===== config.mk =====
export PLATFORM = sky130hd
export DESIGN_NAME = sgdmac_burst_engine
export DESIGN_NICKNAME = d
export VERILOG_FILES = /design/src/rtl/sgdmac_burst_engine.sv
export SDC_FILE = /design/constraint.sdc
export NUM_CORES = 1
export LEC_CHECK = 0
export BUFFER_PORTS_ARGS = -buffer_cell sky130_fd_sc_hd__buf_2
export CAP_MARGIN = 10
export CORE_UTILIZATION = 26
export CTS_CLUSTER_DIAMETER = 120
export CTS_CLUSTER_SIZE = 28
export DETAILED_ROUTE_END_ITERATION = 10
export GPL_TIMING_DRIVEN = 0
export PLACE_DENSITY = 0.65
export SLEW_MARGIN = 20
export SYNTH_ARGS = -nofsm -noshare
export SYNTH_HDL_FRONTEND = slang
export SYNTH_SLANG_ARGS = --single-unit
export TNS_END_PERCENT = 20

===== constraint.sdc =====
create_clock -name clk -period 8.1 [get_ports clk]
set_input_delay 0.405 -clock clk [delete_from_list [all_inputs] [get_ports clk]]
set_output_delay 0.405 -clock clk [all_outputs]
set_load 0.005 [all_outputs]

===== src/rtl/sgdmac_burst_engine.sv =====
// sgdmac_burst_engine
//   Execution stage of the scatter-gather DMAC. Pops {rw, addr, len} commands
//   from the command FIFO and splits each one into AXI INCR bursts of up to
//   MAX_BEATS 32-bit beats. Read commands move memory data into the data FIFO;
//   write commands drain the data FIFO to memory. Only one burst is ever in
//   flight on the shared AXI master port.
//
// Ports
//   clk, rst_n               clock, asynchronous active-low reset
//   cmd_*                    show-ahead command FIFO: empty flag, data, pop
//   done_o                   engine idle and no command pending
//   err_o                    sticky error: any non-OKAY rresp/bresp
//   ar*/r*                   AXI read address and read data channels
//   aw*/w*/b*                AXI write address, write data and response channels
//   dfifo_afull_i/wren/wdata read-path data FIFO push side
//   dfifo_empty_i/rden/rdata write-path data FIFO pop side (show-ahead)
//
// State table
//   state   | meaning
//   IDLE    | waiting for a command; pops and latches it
//   RD_ADDR | presenting AR for the current read burst
//   RD_DATA | accepting R beats into the data FIFO until rlast
//   WR_ADDR | presenting AW for the current write burst
//   WR_DATA | streaming W beats from the data FIFO until wlast
//   WR_RESP | waiting for the B response of the current write burst

module sgdmac_burst_engine #(
  parameter int unsigned MAX_BEATS = 16,
  parameter logic [3:0]  AXI_ID    = 4'd0
) (
  input  logic        clk,
  input  logic        rst_n,

  input  logic        cmd_empty_i,
  input  logic [48:0] cmd_rdata_i,
  output logic        cmd_rden_o,

  output logic        done_o,
  output logic        err_o,

  output logic [3:0]  arid_o,
  output logic [31:0] araddr_o,
  output logic [3:0]  arlen_o,
  output logic [2:0]  arsize_o,
  output logic [1:0]  arburst_o,
  output logic        arvalid_o,
  input  logic        arready_i,

  input  logic [3:0]  rid_i,
  input  logic [31:0] rdata_i,
  input  logic [1:0]  rresp_i,
  input  logic        rlast_i,
  input  logic        rvalid_i,
  output logic        rready_o,

  output logic [3:0]  awid_o,
  output logic [31:0] awaddr_o,
  output logic [3:0]  awlen_o,
  output logic [2:0]  awsize_o,
  output logic [1:0]  awburst_o,
  output logic        awvalid_o,
  input  logic        awready_i,

  output logic [3:0]  wid_o,
  output logic [31:0] wdata_o,
  output logic [3:0]  wstrb_o,
  output logic        wlast_o,
  output logic        wvalid_o,
  input  logic        wready_i,

  input  logic [3:0]  bid_i,
  input  logic [1:0]  bresp_i,
  input  logic        bvalid_i,
  output logic        bready_o,

  input  logic        dfifo_afull_i,
  output logic        dfifo_wren_o,
  output logic [31:0] dfifo_wdata_o,

  input  logic        dfifo_empty_i,
  output logic        dfifo_rden_o,
  input  logic [31:0] dfifo_rdata_i
);

  typedef enum logic [2:0] {
    IDLE    = 3'd0,
    RD_ADDR = 3'd1,
    RD_DATA = 3'd2,
    WR_ADDR = 3'd3,
    WR_DATA = 3'd4,
    WR_RESP = 3'd5
  } state_t;

  state_t      state_q, state_d;
  logic [31:0] addr_q;
  logic [13:0] remaining_q;
  logic [3:0]  beat_cnt_q;
  logic        err_q;
  // Holds off command pops until the first clock after reset release, so
  // cmd_rden_o stays low for the whole time reset is asserted.
  logic        run_q;

  logic [4:0]  beats;
  logic [13:0] beats_ext;
  logic [3:0]  burst_len;
  logic        last_burst;
  logic        cmd_pop;
  logic        cmd_rw;
  logic [13:0] cmd_words;
  logic        ar_fire, r_fire, r_last_fire, aw_fire, w_fire, b_fire;
  logic        burst_done;
  logic        unused_ok;

  // Beats in the current burst: capped at MAX_BEATS, else whatever remains.
  assign beats      = (remaining_q >= 14'(MAX_BEATS)) ? 5'(MAX_BEATS) : remaining_q[4:0];
  assign beats_ext  = {9'd0, beats};
  assign burst_len  = 4'(beats - 5'd1);
  assign last_burst = (remaining_q == beats_ext);

  assign cmd_rw    = cmd_rdata_i[48];
  assign cmd_words = cmd_rdata_i[15:2];
  assign cmd_pop   = (state_q == IDLE) & ~cmd_empty_i & run_q;

  assign ar_fire     = (state_q == RD_ADDR) & arready_i;
  assign r_fire      = (state_q == RD_DATA) & rvalid_i & ~dfifo_afull_i;
  assign r_last_fire = r_fire & rlast_i;
  assign aw_fire     = (state_q == WR_ADDR) & awready_i;
  assign w_fire      = (state_q == WR_DATA) & ~dfifo_empty_i & wready_i;
  assign b_fire      = (state_q == WR_RESP) & bvalid_i;
  assign burst_done  = r_last_fire | b_fire;

  // IDs are not checked and the byte offsets of addr/len are discarded.
  assign unused_ok = ^{rid_i, bid_i, cmd_rdata_i[17:16], cmd_rdata_i[1:0]};

  // State register
  always_ff @(posedge clk or negedge rst_n) begin
    if (!rst_n) state_q <= IDLE;
    else        state_q <= state_d;
  end

  // Next-state logic
  always_comb begin
    state_d = state_q;
    case (state_q)
      IDLE: begin
        // A zero-word command is popped and dropped without AXI activity.
        if (cmd_pop && (cmd_words != 14'd0))
          state_d = cmd_rw ? WR_ADDR : RD_ADDR;
      end
      RD_ADDR: if (ar_fire) state_d = RD_DATA;
      RD_DATA: if (r_last_fire) state_d = last_burst ? IDLE : RD_ADDR;
      WR_ADDR: if (aw_fire) state_d = WR_DATA;
      WR_DATA: if (w_fire && (beat_cnt_q == 4'd0)) state_d = WR_RESP;
      WR_RESP: if (b_fire) state_d = last_burst ? IDLE : WR_ADDR;
      default: state_d = IDLE;
    endcase
  end

  // Output logic
  always_comb begin
    cmd_rden_o   = 1'b0;
    arvalid_o    = 1'b0;
    rready_o     = 1'b0;
    dfifo_wren_o = 1'b0;
    awvalid_o    = 1'b0;
    wvalid_o     = 1'b0;
    wlast_o      = 1'b0;
    dfifo_rden_o = 1'b0;
    bready_o     = 1'b0;
    case (state_q)
      IDLE:    cmd_rden_o = ~cmd_empty_i & run_q;
      RD_ADDR: arvalid_o  = 1'b1;
      RD_DATA: begin
        rready_o     = ~dfifo_afull_i;
        dfifo_wren_o = rvalid_i & ~dfifo_afull_i;
      end
      WR_ADDR: awvalid_o = 1'b1;
      WR_DATA: begin
        wvalid_o     = ~dfifo_empty_i;
        wlast_o      = ~dfifo_empty_i & (beat_cnt_q == 4'd0);
        dfifo_rden_o = ~dfifo_empty_i & wready_i;
      end
      WR_RESP: bready_o = 1'b1;
      default: ;
    endcase
  end

  // Address / length / beat bookkeeping and sticky error
  always_ff @(posedge clk or negedge rst_n) begin
    if (!rst_n) begin
      addr_q      <= 32'd0;
      remaining_q <= 14'd0;
      beat_cnt_q  <= 4'd0;
      err_q       <= 1'b0;
      run_q       <= 1'b0;
    end else begin
      run_q <= 1'b1;
      if (cmd_pop) begin
        addr_q      <= {cmd_rdata_i[47:18], 2'b00};
        remaining_q <= cmd_words;
      end else if (burst_done) begin
        // Wraps modulo 2^32 by construction.
        addr_q      <= addr_q + {25'd0, beats, 2'b00};
        remaining_q <= remaining_q - beats_ext;
      end
      if (aw_fire)
        beat_cnt_q <= burst_len;
      else if (w_fire)
        beat_cnt_q <= beat_cnt_q - 4'd1;
      if ((r_fire && (rresp_i != 2'b00)) || (b_fire && (bresp_i != 2'b00)))
        err_q <= 1'b1;
    end
  end

  assign done_o        = (state_q == IDLE) & cmd_empty_i;
  assign err_o         = err_q;

  assign arid_o        = AXI_ID;
  assign araddr_o      = addr_q;
  assign arlen_o       = burst_len;
  assign arsize_o      = 3'b010;
  assign arburst_o     = 2'b01;

  assign awid_o        = AXI_ID;
  assign awaddr_o      = addr_q;
  assign awlen_o       = burst_len;
  assign awsize_o      = 3'b010;
  assign awburst_o     = 2'b01;

  assign wid_o         = AXI_ID;
  assign wdata_o       = dfifo_rdata_i;
  assign wstrb_o       = 4'hF;

  assign dfifo_wdata_o = rdata_i;

endmodule


==> tab_implementation.tex, run 1 <==
\begin{tabular}{lr}
\hline
Metric & Value \\
\hline
\multicolumn{2}{l}{\textbf{Outcome}} \\
\quad Status & complete, no violations \\
\multicolumn{2}{l}{\textbf{Setup path}} \\
\quad Setup crit start kind & flip-flop \\
\quad Crit path arrival time & between 3000 and 4000 ps \\
\quad Buffering stage count on the worst path with inverters included & 2 \\
\quad Crit path largest cell delay & 490 ps \\
\quad Kind of cell adding the most delay to the critical path & simple AND/OR/NAND/NOR gates \\
\quad Reg-to-reg critical path startpoint & remaining\_q[8] \\
\quad Reg-to-reg slack, setup & between 4000 and 5000 ps \\
\quad Data required time of the worst path & between 8000 and 9000 ps \\
\quad CP max FO & 10 \\
\quad Crit end category & flip-flop \\
\quad Cells along the critical path & or3\_1, nor4\_1, clkbuf\_1, and2\_1, ha\_1, a211oi\_1, o21a\_1, clkbuf\_1, or3\_4, or3\_1, o311ai\_1 \\
\quad Number of cells on the worst reg-to-reg path & 11 \\
\quad Critical Path Slowest Stage Cell & sky130\_fd\_sc\_hd\_\_or3\_4 \\
\quad R2r endpoint & araddr\_o[31] \\
\quad Critical path class & flip-flop to flip-flop \\
\multicolumn{2}{l}{\textbf{Timing}} \\
\quad Fin. max-slew vios & 0 \\
\quad Total setup violations reported at the end of the flow & 0 \\
\quad Final Hold Slack & 158 ps \\
\quad Fmax & roughly 0.27 GHz \\
\quad Share of the clock period used by the worst path after layout & 0.462 \\
\quad Final Hold Violating Endpoints & 0 \\
\quad Setup repair after global routing missed its margin & false \\
\quad Slew at the pin closest to its max-slew limit & between 700 and 800 ps \\
\quad Relative slew margins & 0.531 \\
\quad Clock tree skew after final layout & 9.31 ps \\
\quad Setup TNS & 0 ps \\
\quad Period minus WS final & around 3700 ps \\
\multicolumn{2}{l}{\textbf{Layout}} \\
\quad Relative area change from synthesis to final layout & 35.9\% \\
\quad Fraction of layout cells with a size suffix above 1 & 0.459 \\
\quad Diodes inserted & 0 \\
\quad Layout Utilization & 0.360 \\
\quad Final-stage net count & 910 \\
\quad Most common library cell in the layout ignoring fill and taps & sky130\_fd\_sc\_hd\_\_buf\_2 \\
\quad Commonest cells after routing, fill and taps aside & sky130\_fd\_sc\_hd\_\_buf\_2, sky130\_fd\_sc\_hd\_\_buf\_4, sky130\_fd\_sc\_hd\_\_dfrtp\_1, sky130\_fd\_sc\_hd\_\_nand2\_1, sky130\_fd\_sc\_hd\_\_conb\_1 \\
\multicolumn{2}{l}{\textbf{Routing}} \\
\quad Vias per std cell & around 4.4 \\
\quad Number of vias after detailed routing & 4318 \\
\quad Count of TritonRoute iterations in the first routing pass & 4 \\
\quad Average routed wire per standard cell & roughly 13 um \\
\quad Routed Antenna Nets & 0 \\
\quad Final WL & around 13 mm \\
\quad Post-route DRC violation count & 0 \\
\quad Iteration-0 DRC count of the detailed router & around 190 \\
\multicolumn{2}{l}{\textbf{Floorplan}} \\
\quad Die Span Y & roughly 130 um \\
\quad Total core area & around 17000 sq um \\
\quad Effective utilization at floorplan & 0.265 \\
\quad Die boundary width & 132 um \\
\quad Cell row count & 47 \\
\quad Number of ports placed on the die boundary & a little over 300 \\
\quad Area of the die & 17400 sq um \\
\multicolumn{2}{l}{\textbf{Place}} \\
\quad Estimated wirelength of the detail-placed design & about 11 mm \\
\quad Port bufs & 202 \\
\quad Global placement routability congestion & 0.823 \\
\multicolumn{2}{l}{\textbf{Clock tree}} \\
\quad Number of sinks handled by clock tree synthesis & 53 \\
\quad Clock-pin slew on the worst setup and hold paths & approximately 80 ps \\
\quad CTS Hold Bufs & 0 \\
\quad Buffers inserted during post-CTS setup optimization & 0 \\
\quad Clock latency of the later-clocked register in the worst-skew pair & about 300 ps \\
\quad Maximum clock insertion buffer count & 2 \\
\quad Root Driver & sky130\_fd\_sc\_hd\_\_clkbuf\_16 \\
\quad Inserted Clock Buffers & 5 \\
\quad CTS resizes & 0 \\
\quad H-tree lvl count & 2 \\
\quad Clock tree from TritonCTS & yes \\
\multicolumn{2}{l}{\textbf{Global routing}} \\
\quad Antenna violations before repair & 0 \\
\quad GRT Resource Usage Total & 0.149 \\
\quad Vias in the first global route & between 3000 and 4000 \\
\quad Grt ovf & 0 \\
\quad Maximum number of pins on one net before global-route repair & 54 \\
\quad Global-route wire length before repair & 20.6 mm \\
\multicolumn{2}{l}{\textbf{Synthesis}} \\
\quad Ys flop type & sky130\_fd\_sc\_hd\_\_dfrtp\_1 \\
\quad Distinct cells, synth & 57 \\
\quad Area share of the largest cell type after synthesis & 0.303 \\
\quad Yosys warning count & 0 \\
\quad Post-synth top area cell & sky130\_fd\_sc\_hd\_\_dfrtp\_1 \\
\quad Cell area after technology mapping & 4380 sq um \\
\quad Top post-synthesis cells by area & sky130\_fd\_sc\_hd\_\_dfrtp\_1, sky130\_fd\_sc\_hd\_\_buf\_4, sky130\_fd\_sc\_hd\_\_nand2\_1 \\
\quad Seq/Total Area, Yosys & 0.303 \\
\quad Synth Register Bits & 53 \\
\quad Proportion of register bits with asynchronous set or reset after synthesis & 1.00 \\
\quad Average cell area after synthesis & between 8 and 9 sq um \\
\quad Post-synth EDFFs & 0 \\
\quad Synth Instances & 525 \\
\multicolumn{2}{l}{\textbf{Flow run}} \\
\quad Max-capacitance violation count & 0 \\
\multicolumn{2}{l}{\textbf{Pwr}} \\
\quad Worst IR Drop VDD & approximately 0.09 mV \\
\quad Power density over the cells & about 270 nW/um\^{}2 \\
\quad Leak pwr & a little under 3 nW \\
\multicolumn{2}{l}{\textbf{Worst hold path}} \\
\quad Class of the tightest hold or removal check & primary input to async pin \\
\hline
\end{tabular}
-- worst max-delay path by stage --
stage | startpoint | endpoint | slack, ps | cells after the start
finish | remaining_q[8] | araddr_o[31] | 4350 | 11
global route | remaining_q[8] | araddr_o[31] | 4020 | 11
CTS | remaining_q[8] | araddr_o[31] | 4360 | 11
detailed placement | remaining_q[8] | araddr_o[31] | 4390 | 11
global placement | remaining_q[8] | araddr_o[31] | 4330 | 11
floorplan | remaining_q[8] | araddr_o[31] | 4810 | 11
-- power breakdown --
part	switching [W]	leakage, nW	internal (W)
logic	0.000387	2.20	0.000433
clock network	0.000105	0.0842	0.000147
registers	0.000176	0.623	0.000387
-- cells by family after synthesis --
family	after synthesis	share of synthesized area
AND/OR/NAND/NOR	175	0.214
buffers and inverters	160	0.247
AO/OA/AOI/OAI	96	0.144
flip-flops	53	0.303
XOR/XNOR	26	0.0520
adder cells (fa/ha/maj)	10	0.0303
multiplexers	3	0.00743
other	2	0.00172
-- sequential cells by signal, summed over array words and instances, names as in the netlist --
name,count
araddr_o,30
remaining_q,14
beat_cnt_q,4
state_q,3
err_o,1
run_q,1
-- synthesized netlist by cell type (all sizes together), types with 5 or more instances --
cell type / number
a31oi: 9
ha: 9
buf: 130
nor2: 31
nor4: 15
clkbuf: 17
nor3: 11
nand2: 50
or4: 7
a211oi: 5
or3: 8
o21ai: 26
nand3: 16
a21oi: 20
xnor2: 19
nand4: 8
nor4b: 7
and2: 5
dfrtp: 53
inv: 13
and3: 5
xor2: 7
-- layer usage --
| metal | share of wire | vias up | track usage | routed length, um |
|---|---|---|---|---|
| met5 | 0 | - | 0 | 0 |
| met1 | 0.44 | 1975 | 0.191 | 5800 |
| met4 | 0.016 | 0 | 0.0465 | 211 |
| met3 | 0.053 | 13 | 0.0227 | 697 |
| met2 | 0.49 | 163 | 0.255 | 6500 |
| li1 | - | 2167 | - | - |
-- through the flow --
step | cells | power [W] | area (sq um) | worst slack (ps)
finish | 985 | 0.00163 | 5950 | 4350
global route | 985 | 0.00176 | 5950 | 4020
CTS | 985 | 0.00165 | 5950 | 4360
detailed placement | 977 | 0.00139 | 5780 | 4390
global placement | 977 | 0.00137 | 5780 | 4330
floorplan | 555 | 0.00106 | 4490 | 4810
-- layout make-up --
| class | instances | area [sq um] |
|---|---|---|
| buffer | 147 | 1030 |
| clock buffer | 5 | 125 |
| clock inverter | 3 | 43.8 |
| fill | 1738 | 10600 |
| inverter | 13 | 48.8 |
| multi-input combinational | 342 | 2080 |
| sequential | 53 | 1330 |
| tap | 220 | 275 |
| timing repair buffer | 202 | 1010 |
No activity file was read; power rests on OpenSTA's default activity.
==> run 2: changes to the inputs <==
PLACE_DENSITY = 0.67   (was 0.65)
clock period = 3.35 ns   (was 8.1 ns; I/O delays follow)
==> run 2 against run 1 <==
Net effect:
- core utilization is 0.58 points higher
- critical path type unchanged
- critical path depth is 1 lower
- first-iteration DRC count is 26% higher
- maximum frequency is 15% higher
==> tab_implementation.tex, run 2 (synthesis gave the netlist of run 1 again) <==
\begin{tabular}{lr}
\hline
Metric & Value \\
\hline
\multicolumn{2}{l}{\textbf{Setup path}} \\
\quad Data required time of the worst path & 3550 ps (-4750 ps) \\
\quad Critical path class & flip-flop to flip-flop \\
\quad Critical Path Slowest Stage Cell & sky130\_fd\_sc\_hd\_\_dfrtp\_1 \\
\quad Cells along the critical path & or3\_4, nor4\_2, clkbuf\_4, and2\_1, ha\_1, a211oi\_1, o21a\_2, or3\_4, or3\_1, o311ai\_1 \\
\quad CP max FO & 7 (-3) \\
\quad Crit path arrival time & 3450 ps (-490 ps) \\
\quad Critical path's most frequent cell & sky130\_fd\_sc\_hd\_\_or3\_4 \\
\quad Crit end category & flip-flop \\
\quad Crit path largest cell delay & 440 ps (-50 ps) \\
\quad Kind of cell adding the most delay to the critical path & simple AND/OR/NAND/NOR gates \\
\quad Setup crit start kind & flip-flop \\
\quad Buffering stage count on the worst path with inverters included & 1 (-1) \\
\multicolumn{2}{l}{\textbf{Timing}} \\
\quad Share of the clock period used by the worst path after layout & 0.971 (+0.509) \\
\quad Total setup violations reported at the end of the flow & 0 (unchanged) \\
\quad Setup repair after global routing missed its margin & true \\
\quad Relative slew margins & 0.519 (-0.0116) \\
\quad Final Hold Violating Endpoints & 0 (unchanged) \\
\quad Fin. max-slew vios & 0 (unchanged) \\
\quad Clock tree skew after final layout & 9.00 ps (-0.309 ps) \\
\quad Fmax & 0.307 GHz (+15\%) \\
\quad Slew at the pin closest to its max-slew limit & 721 ps (+17.4 ps) \\
\quad Period minus WS final & 3250 ps (-493 ps) \\
\multicolumn{2}{l}{\textbf{Place}} \\
\quad Estimated wirelength of the detail-placed design & 10.8 mm (+1.5\%) \\
\quad Port bufs & 202 (unchanged) \\
\quad Global placement routability congestion & 0.806 (-2.0\%) \\
\quad Number of cells after detailed placement & 977 (unchanged) \\
\multicolumn{2}{l}{\textbf{Clock tree}} \\
\quad H-tree lvl count & 2 (unchanged) \\
\quad Root Driver & sky130\_fd\_sc\_hd\_\_clkbuf\_16 \\
\quad Inserted Clock Buffers & 5 (unchanged) \\
\quad Clock latency of the later-clocked register in the worst-skew pair & 300 ps (about the same) \\
\quad Clock tree from TritonCTS & yes \\
\quad Maximum clock insertion buffer count & 2 (unchanged) \\
\quad Number of sinks handled by clock tree synthesis & 53 (unchanged) \\
\quad Clock-pin slew on the worst setup and hold paths & 70 ps (about the same) \\
\multicolumn{2}{l}{\textbf{Pwr}} \\
\quad Final total power & 0.00408 W (+150\%) \\
\quad Leak pwr & 2.95 nW (+1.5\%) \\
\quad Power density over the cells & 675 nW/um\^{}2 (+150\%) \\
\quad Worst IR Drop VDD & 0.269 mV (+200\%) \\
\multicolumn{2}{l}{\textbf{Layout}} \\
\quad Relative area change from synthesis to final layout & 38.1\% \\
\quad Final-stage net count & 915 (+0.55\%) \\
\quad Max reg flops & 30 (unchanged) \\
\quad Fillers & 1736 (-0.12\%) \\
\quad Multi-input gate area & 2110 sq um (+1.3\%) \\
\quad Diodes inserted & 0 (unchanged) \\
\quad Commonest cells after routing, fill and taps aside & sky130\_fd\_sc\_hd\_\_buf\_2, sky130\_fd\_sc\_hd\_\_buf\_4, sky130\_fd\_sc\_hd\_\_dfrtp\_1, sky130\_fd\_sc\_hd\_\_nand2\_1, sky130\_fd\_sc\_hd\_\_conb\_1 \\
\quad Sequential cell area & 1330 sq um (unchanged) \\
\quad Most common library cell in the layout ignoring fill and taps & sky130\_fd\_sc\_hd\_\_buf\_2 \\
\quad Final std cells w/o fill & 990 (+0.51\%) \\
\quad Fraction of layout cells with a size suffix above 1 & 0.473 (+0.0139) \\
\multicolumn{2}{l}{\textbf{Global routing}} \\
\quad Antenna violations before repair & 0 (unchanged) \\
\quad Vias in the first global route & 3986 (+3.0\%) \\
\quad Global-route wire length before repair & 21.4 mm (+3.8\%) \\
\quad Maximum number of pins on one net before global-route repair & 54 (unchanged) \\
\quad GRT Resource Usage Total & 0.155 (+0.00595) \\
\quad Grt ovf & 0 (unchanged) \\
\multicolumn{2}{l}{\textbf{Floorplan}} \\
\quad Area of the die & 17400 sq um (unchanged) \\
\quad Die boundary width & 132 um (unchanged) \\
\quad Total core area & 16500 sq um (unchanged) \\
\quad Effective utilization at floorplan & 0.265 (unchanged) \\
\quad Die Span Y & 132 um (unchanged) \\
\quad Number of ports placed on the die boundary & 309 (unchanged) \\
\quad Cell row count & 47 (unchanged) \\
\multicolumn{2}{l}{\textbf{Worst hold path}} \\
\quad Class of the tightest hold or removal check & primary input to flip-flop \\
\multicolumn{2}{l}{\textbf{Routing}} \\
\quad Iteration-0 DRC count of the detailed router & 235 (+26\%) \\
\quad Vias per std cell & 4.41 (+0.65\%) \\
\quad Post-route DRC violation count & 0 (unchanged) \\
\quad Count of TritonRoute iterations in the first routing pass & 4 (unchanged) \\
\quad Routed Antenna Nets & 0 (unchanged) \\
\quad Number of vias after detailed routing & 4368 (+1.2\%) \\
\quad Final WL & 13.7 mm (+4.0\%) \\
\quad Average routed wire per standard cell & 13.9 um (+3.5\%) \\
\multicolumn{2}{l}{\textbf{Outcome}} \\
\quad Status & complete, no violations \\
\multicolumn{2}{l}{\textbf{Flow run}} \\
\quad Max-capacitance violation count & 0 (unchanged) \\
\hline
\end{tabular}
run 2: cell count changes in the layout (fill, tap and decap cells not counted), sizes merged:
cell,change
buf,+5
clkbuf,-1
bufinv,+1
dlygate4sd3,+1
inv,-1
run 2: timing repair:
item                                    in CTS  in global routing
pin swaps                                    0                  1
endpoints found under the setup margin      22                  6
hold buffers                                 1                  0
setup buffers                                2                  3
hold endpoints to repair                    53                  0
gates resized for setup                      8                  1
run 2: cell type report:
class	instances	share of cell area
Timing Repair Buffer	208	0.176
Multi-Input combinational cell	342	0.349
Inverter	13	0.00807
Buffer	146	0.171
Clock buffer	5	0.0207
Sequential cell	53	0.219
Clock inverter	3	0.0108
Tap cell	220	0.0455
run 2: path summary, 6_finish.rpt:
| check | from | endpoint | slack [ps] | depth (start not counted) |
|---|---|---|---|---|
| setup / recovery | remaining_q[8] | araddr_o[31] | 100 | 10 |
| hold / removal | cmd_rdata_i[32] | araddr_o[16] | 70 | 3 |
| setup reg to reg | remaining_q[8] | araddr_o[31] | 100 | 10 |
| hold reg to reg | err_o | err_o | 470 | 1 |
| max in group asynchronous | rst_n | remaining_q[9] | 2400 | 2 |
| min in group asynchronous | rst_n | err_o | 440 | 2 |
run 2: power by group:
group | internal, W | total, W | switching, W | leakage [nW]
logic | 0.00108 | 0.00204 | 0.000963 | 2.23
registers | 0.000937 | 0.00136 | 0.000422 | 0.623
clock network | 0.000428 | 0.000679 | 0.000252 | 0.0938
total | 0.00245 | 0.00408 | 0.00164 | 2.95
run 2: metrics by stage:
stage | worst slack, ps | util | hold WS, ps | TNS [ps] | area [sq um]
finish | 97.0 | 0.366 | 71.5 | 0 | 6040
global route | -109 | 0.366 | 79.2 | -122 | 6040
CTS | 0.291 | 0.364 | 68.5 | 0 | 6020
detailed placement | -472 | 0.350 | 272 | -4910 | 5780
global placement | -440 | 0.350 | 375 | -4440 | 5780
floorplan | 59.6 | - | -128 | 0 | 4490
run 2: worst min-delay path: cells and delay by family:
family | cells | cell delay, ps
buffers and inverters | 1 | 70
AND/OR/NAND/NOR | 1 | 30
AO/OA/AOI/OAI | 1 | 60
run 2: per-layer routing:
layer,up-vias,track usage,part of all wire,wire length [um]
met5,-,0,0,0
met4,0,0.0497,0.014,193
met3,10,0.0215,0.054,743
met2,160,0.263,0.49,6670
met1,2017,0.201,0.45,6120
li1,2181,-,-,-
==> run 3: changes to the inputs <==
CORE_AREA = 2 2 121 123   (was default)
CORE_UTILIZATION = default   (was 26)
DIE_AREA = 0 0 123 125   (was default)
PLACE_DENSITY = 0.76   (was 0.67)
==> run 3 against run 2 <==
Net effect:
- worst hold slack improved by 5.3 ps
- power fell by 4.4%
- cell area fell by 1.7%
- largest cell class unchanged
- highest routed layer unchanged
==> tab_implementation.tex, run 3 (synthesis gave the netlist of run 1 again) <==
\begin{tabular}{lr}
\hline
Metric & Value \\
\hline
\multicolumn{2}{l}{\textbf{Place}} \\
\quad Number of cells after detailed placement & 941 (-3.7\%) \\
\quad Estimated wirelength of the detail-placed design & 10.6 mm (-1.5\%) \\
\quad Global placement routability congestion & 0.860 (+6.7\%) \\
\quad Port bufs & 202 (unchanged) \\
\quad Post-DP Area & 5730 sq um (-0.78\%) \\
\multicolumn{2}{l}{\textbf{Global routing}} \\
\quad Antenna violations before repair & 0 (unchanged) \\
\quad GRT Resource Usage Total & 0.168 (+0.0130) \\
\quad Vias in the first global route & 3967 (-0.48\%) \\
\quad Maximum number of pins on one net before global-route repair & 54 (unchanged) \\
\quad Grt ovf & 0 (unchanged) \\
\quad Global-route wire length before repair & 20.5 mm (-4.0\%) \\
\multicolumn{2}{l}{\textbf{Worst hold path}} \\
\quad Worst Hold Launch & cmd\_rdata\_i[20] \\
\quad Class of the tightest hold or removal check & primary input to flip-flop \\
\multicolumn{2}{l}{\textbf{Timing}} \\
\quad Fmax & 0.313 GHz (+1.7\%) \\
\quad Final Hold Slack & 76.8 ps (+5.32 ps) \\
\quad Slew at the pin closest to its max-slew limit & 701 ps (-19.9 ps) \\
\quad Clock tree skew after final layout & 3.58 ps (-5.42 ps) \\
\quad Setup repair after global routing missed its margin & true \\
\quad Relative slew margins & 0.533 (+0.0132) \\
\quad Final Hold Violating Endpoints & 0 (unchanged) \\
\quad Fin. max-slew vios & 0 (unchanged) \\
\quad Total setup violations reported at the end of the flow & 0 (unchanged) \\
\quad Period minus WS final & 3200 ps (-55.7 ps) \\
\quad Share of the clock period used by the worst path after layout & 0.954 (-0.0166) \\
\multicolumn{2}{l}{\textbf{Setup path}} \\
\quad Crit end category & flip-flop \\
\quad CP max FO & 7 (unchanged) \\
\quad CP startpoint & remaining\_q[8] \\
\quad Crit path arrival time & 3400 ps (-50 ps) \\
\quad Setup crit start kind & flip-flop \\
\quad Data required time of the worst path & 3550 ps (about the same) \\
\quad Reg-to-reg critical path startpoint & remaining\_q[8] \\
\quad Critical path class & flip-flop to flip-flop \\
\multicolumn{2}{l}{\textbf{Floorplan}} \\
\quad Die boundary width & 123 um (-6.6\%) \\
\quad Die Span Y & 125 um (-5.1\%) \\
\quad Area of the die & 15400 sq um (-11\%) \\
\quad Effective utilization at floorplan & 0.308 (+0.0433) \\
\quad Total core area & 14200 sq um (-14\%) \\
\quad Cell row count & 44 (-6.4\%) \\
\quad Number of ports placed on the die boundary & 309 (unchanged) \\
\multicolumn{2}{l}{\textbf{Layout}} \\
\quad Max reg flops & 30 (unchanged) \\
\quad Diodes inserted & 0 (unchanged) \\
\quad Layout Utilization & 0.419 (+0.0527) \\
\quad Final instance area & 5940 sq um (-1.7\%) \\
\quad Fraction of layout cells with a size suffix above 1 & 0.471 (-0.00137) \\
\quad Most common library cell in the layout ignoring fill and taps & sky130\_fd\_sc\_hd\_\_buf\_2 \\
\quad Relative area change from synthesis to final layout & 35.8\% \\
\quad Final std cells w/o fill & 952 (-3.8\%) \\
\quad Commonest cells after routing, fill and taps aside & sky130\_fd\_sc\_hd\_\_buf\_2, sky130\_fd\_sc\_hd\_\_buf\_4, sky130\_fd\_sc\_hd\_\_dfrtp\_1, sky130\_fd\_sc\_hd\_\_nand2\_1, sky130\_fd\_sc\_hd\_\_conb\_1 \\
\quad Final-stage net count & 913 (-0.22\%) \\
\multicolumn{2}{l}{\textbf{Clock tree}} \\
\quad Inserted Clock Buffers & 5 (unchanged) \\
\quad Number of sinks handled by clock tree synthesis & 53 (unchanged) \\
\quad Clock-pin slew on the worst setup and hold paths & 70 ps (about the same) \\
\quad H-tree lvl count & 2 (unchanged) \\
\quad Maximum clock insertion buffer count & 2 (unchanged) \\
\quad Clock tree from TritonCTS & yes \\
\quad Root Driver & sky130\_fd\_sc\_hd\_\_clkbuf\_16 \\
\quad Clock latency of the later-clocked register in the worst-skew pair & 290 ps (about the same) \\
\multicolumn{2}{l}{\textbf{Routing}} \\
\quad Average routed wire per standard cell & 13.9 um (+0.20\%) \\
\quad Vias per std cell & 4.62 (+4.8\%) \\
\quad Number of vias after detailed routing & 4402 (+0.78\%) \\
\quad Iteration-0 DRC count of the detailed router & 199 (-15\%) \\
\quad Post-route DRC violation count & 0 (unchanged) \\
\quad Final WL & 13.2 mm (-3.6\%) \\
\quad Count of TritonRoute iterations in the first routing pass & 4 (unchanged) \\
\quad Routed Antenna Nets & 0 (unchanged) \\
\multicolumn{2}{l}{\textbf{Outcome}} \\
\quad Status & complete, no violations \\
\multicolumn{2}{l}{\textbf{Flow run}} \\
\quad Max-capacitance violation count & 0 (unchanged) \\
\multicolumn{2}{l}{\textbf{Pwr}} \\
\quad Leak pwr & 2.91 nW (-1.2\%) \\
\quad Power density over the cells & 657 nW/um\^{}2 (-2.8\%) \\
\quad Worst IR Drop VDD & 0.242 mV (-10\%) \\
\hline
\end{tabular}
-- run 3: cell count changes in the layout (fill, tap and decap cells not counted), sizes merged --
cell,before,now
bufinv,2,0
clkinv,1,0
clkbuf,21,23
buf,337,336
-- run 3: power breakdown --
group	switching [W]	internal [W]	leakage, nW
Combinational	0.000957	0.00108	2.22
Sequential	0.000418	0.000939	0.622
Clock	0.000231	0.000279	0.0652
Total	0.00161	0.00230	2.91
-- run 3: what timing repair did --
item,in CTS,in global routing
endpoints found under the hold margin,53,0
pin swaps,0,2
gates resized for setup,8,7
endpoints found under the setup margin,21,8
hold buffers,1,0
buffers inserted,1,2
-- run 3: area by class of cell --
class | count | area (sq um)
Tap cell | 184 | 230
Fill cell | 1436 | 8260
Sequential cell | 53 | 1330
Inverter | 13 | 48.8
Timing Repair Buffer | 206 | 1050
Multi-Input combinational cell | 342 | 2120
Clock buffer | 8 | 136
Buffer | 146 | 1030
-- run 3: final timing paths --
kind                       cells past startpoint  slack [ps]             end
setup / recovery                              10         150    araddr_o[31]
setup reg to reg                              10         150    araddr_o[31]
min in group asynchronous                      2         460   beat_cnt_q[2]
hold reg to reg                                1         470           err_o
max in group asynchronous                      2        2380  remaining_q[8]
hold / removal                                 3          80     araddr_o[4]
-- run 3: through the flow --
stage | total power (W) | TNS, ps | setup slack, ps
after global routing | 0.00424 | -32.9 | -32.9
after CTS | 0.00391 | 0 | 0.213
after global placement | 0.00332 | -3150 | -388
after floorplan | 0.00255 | 0 | 59.6
final | 0.00390 | 0 | 153
after detailed placement | 0.00337 | -3990 | -419
-- run 3: worst max-delay path, stage by stage, from the launching register on --
cell	delay, ps
sky130_fd_sc_hd__dfrtp_2	440
sky130_fd_sc_hd__or3_4	420
sky130_fd_sc_hd__nor4_4	300
sky130_fd_sc_hd__buf_4	190
sky130_fd_sc_hd__and2_1	170
sky130_fd_sc_hd__ha_2	220
sky130_fd_sc_hd__a211oi_1	100
sky130_fd_sc_hd__o21a_2	230
sky130_fd_sc_hd__or3_4	420
sky130_fd_sc_hd__or3_1	400
sky130_fd_sc_hd__o311ai_2	210
-- run 3: metal layers --
metal / GRT usage / up-vias / wire [um]
met3: 0.0310 / 11 / 873
li1: - / 2182 / -
met1: 0.214 / 2038 / 5520
met2: 0.287 / 171 / 6620
met4: 0.0475 / 0 / 216
met5: 0 / - / 0
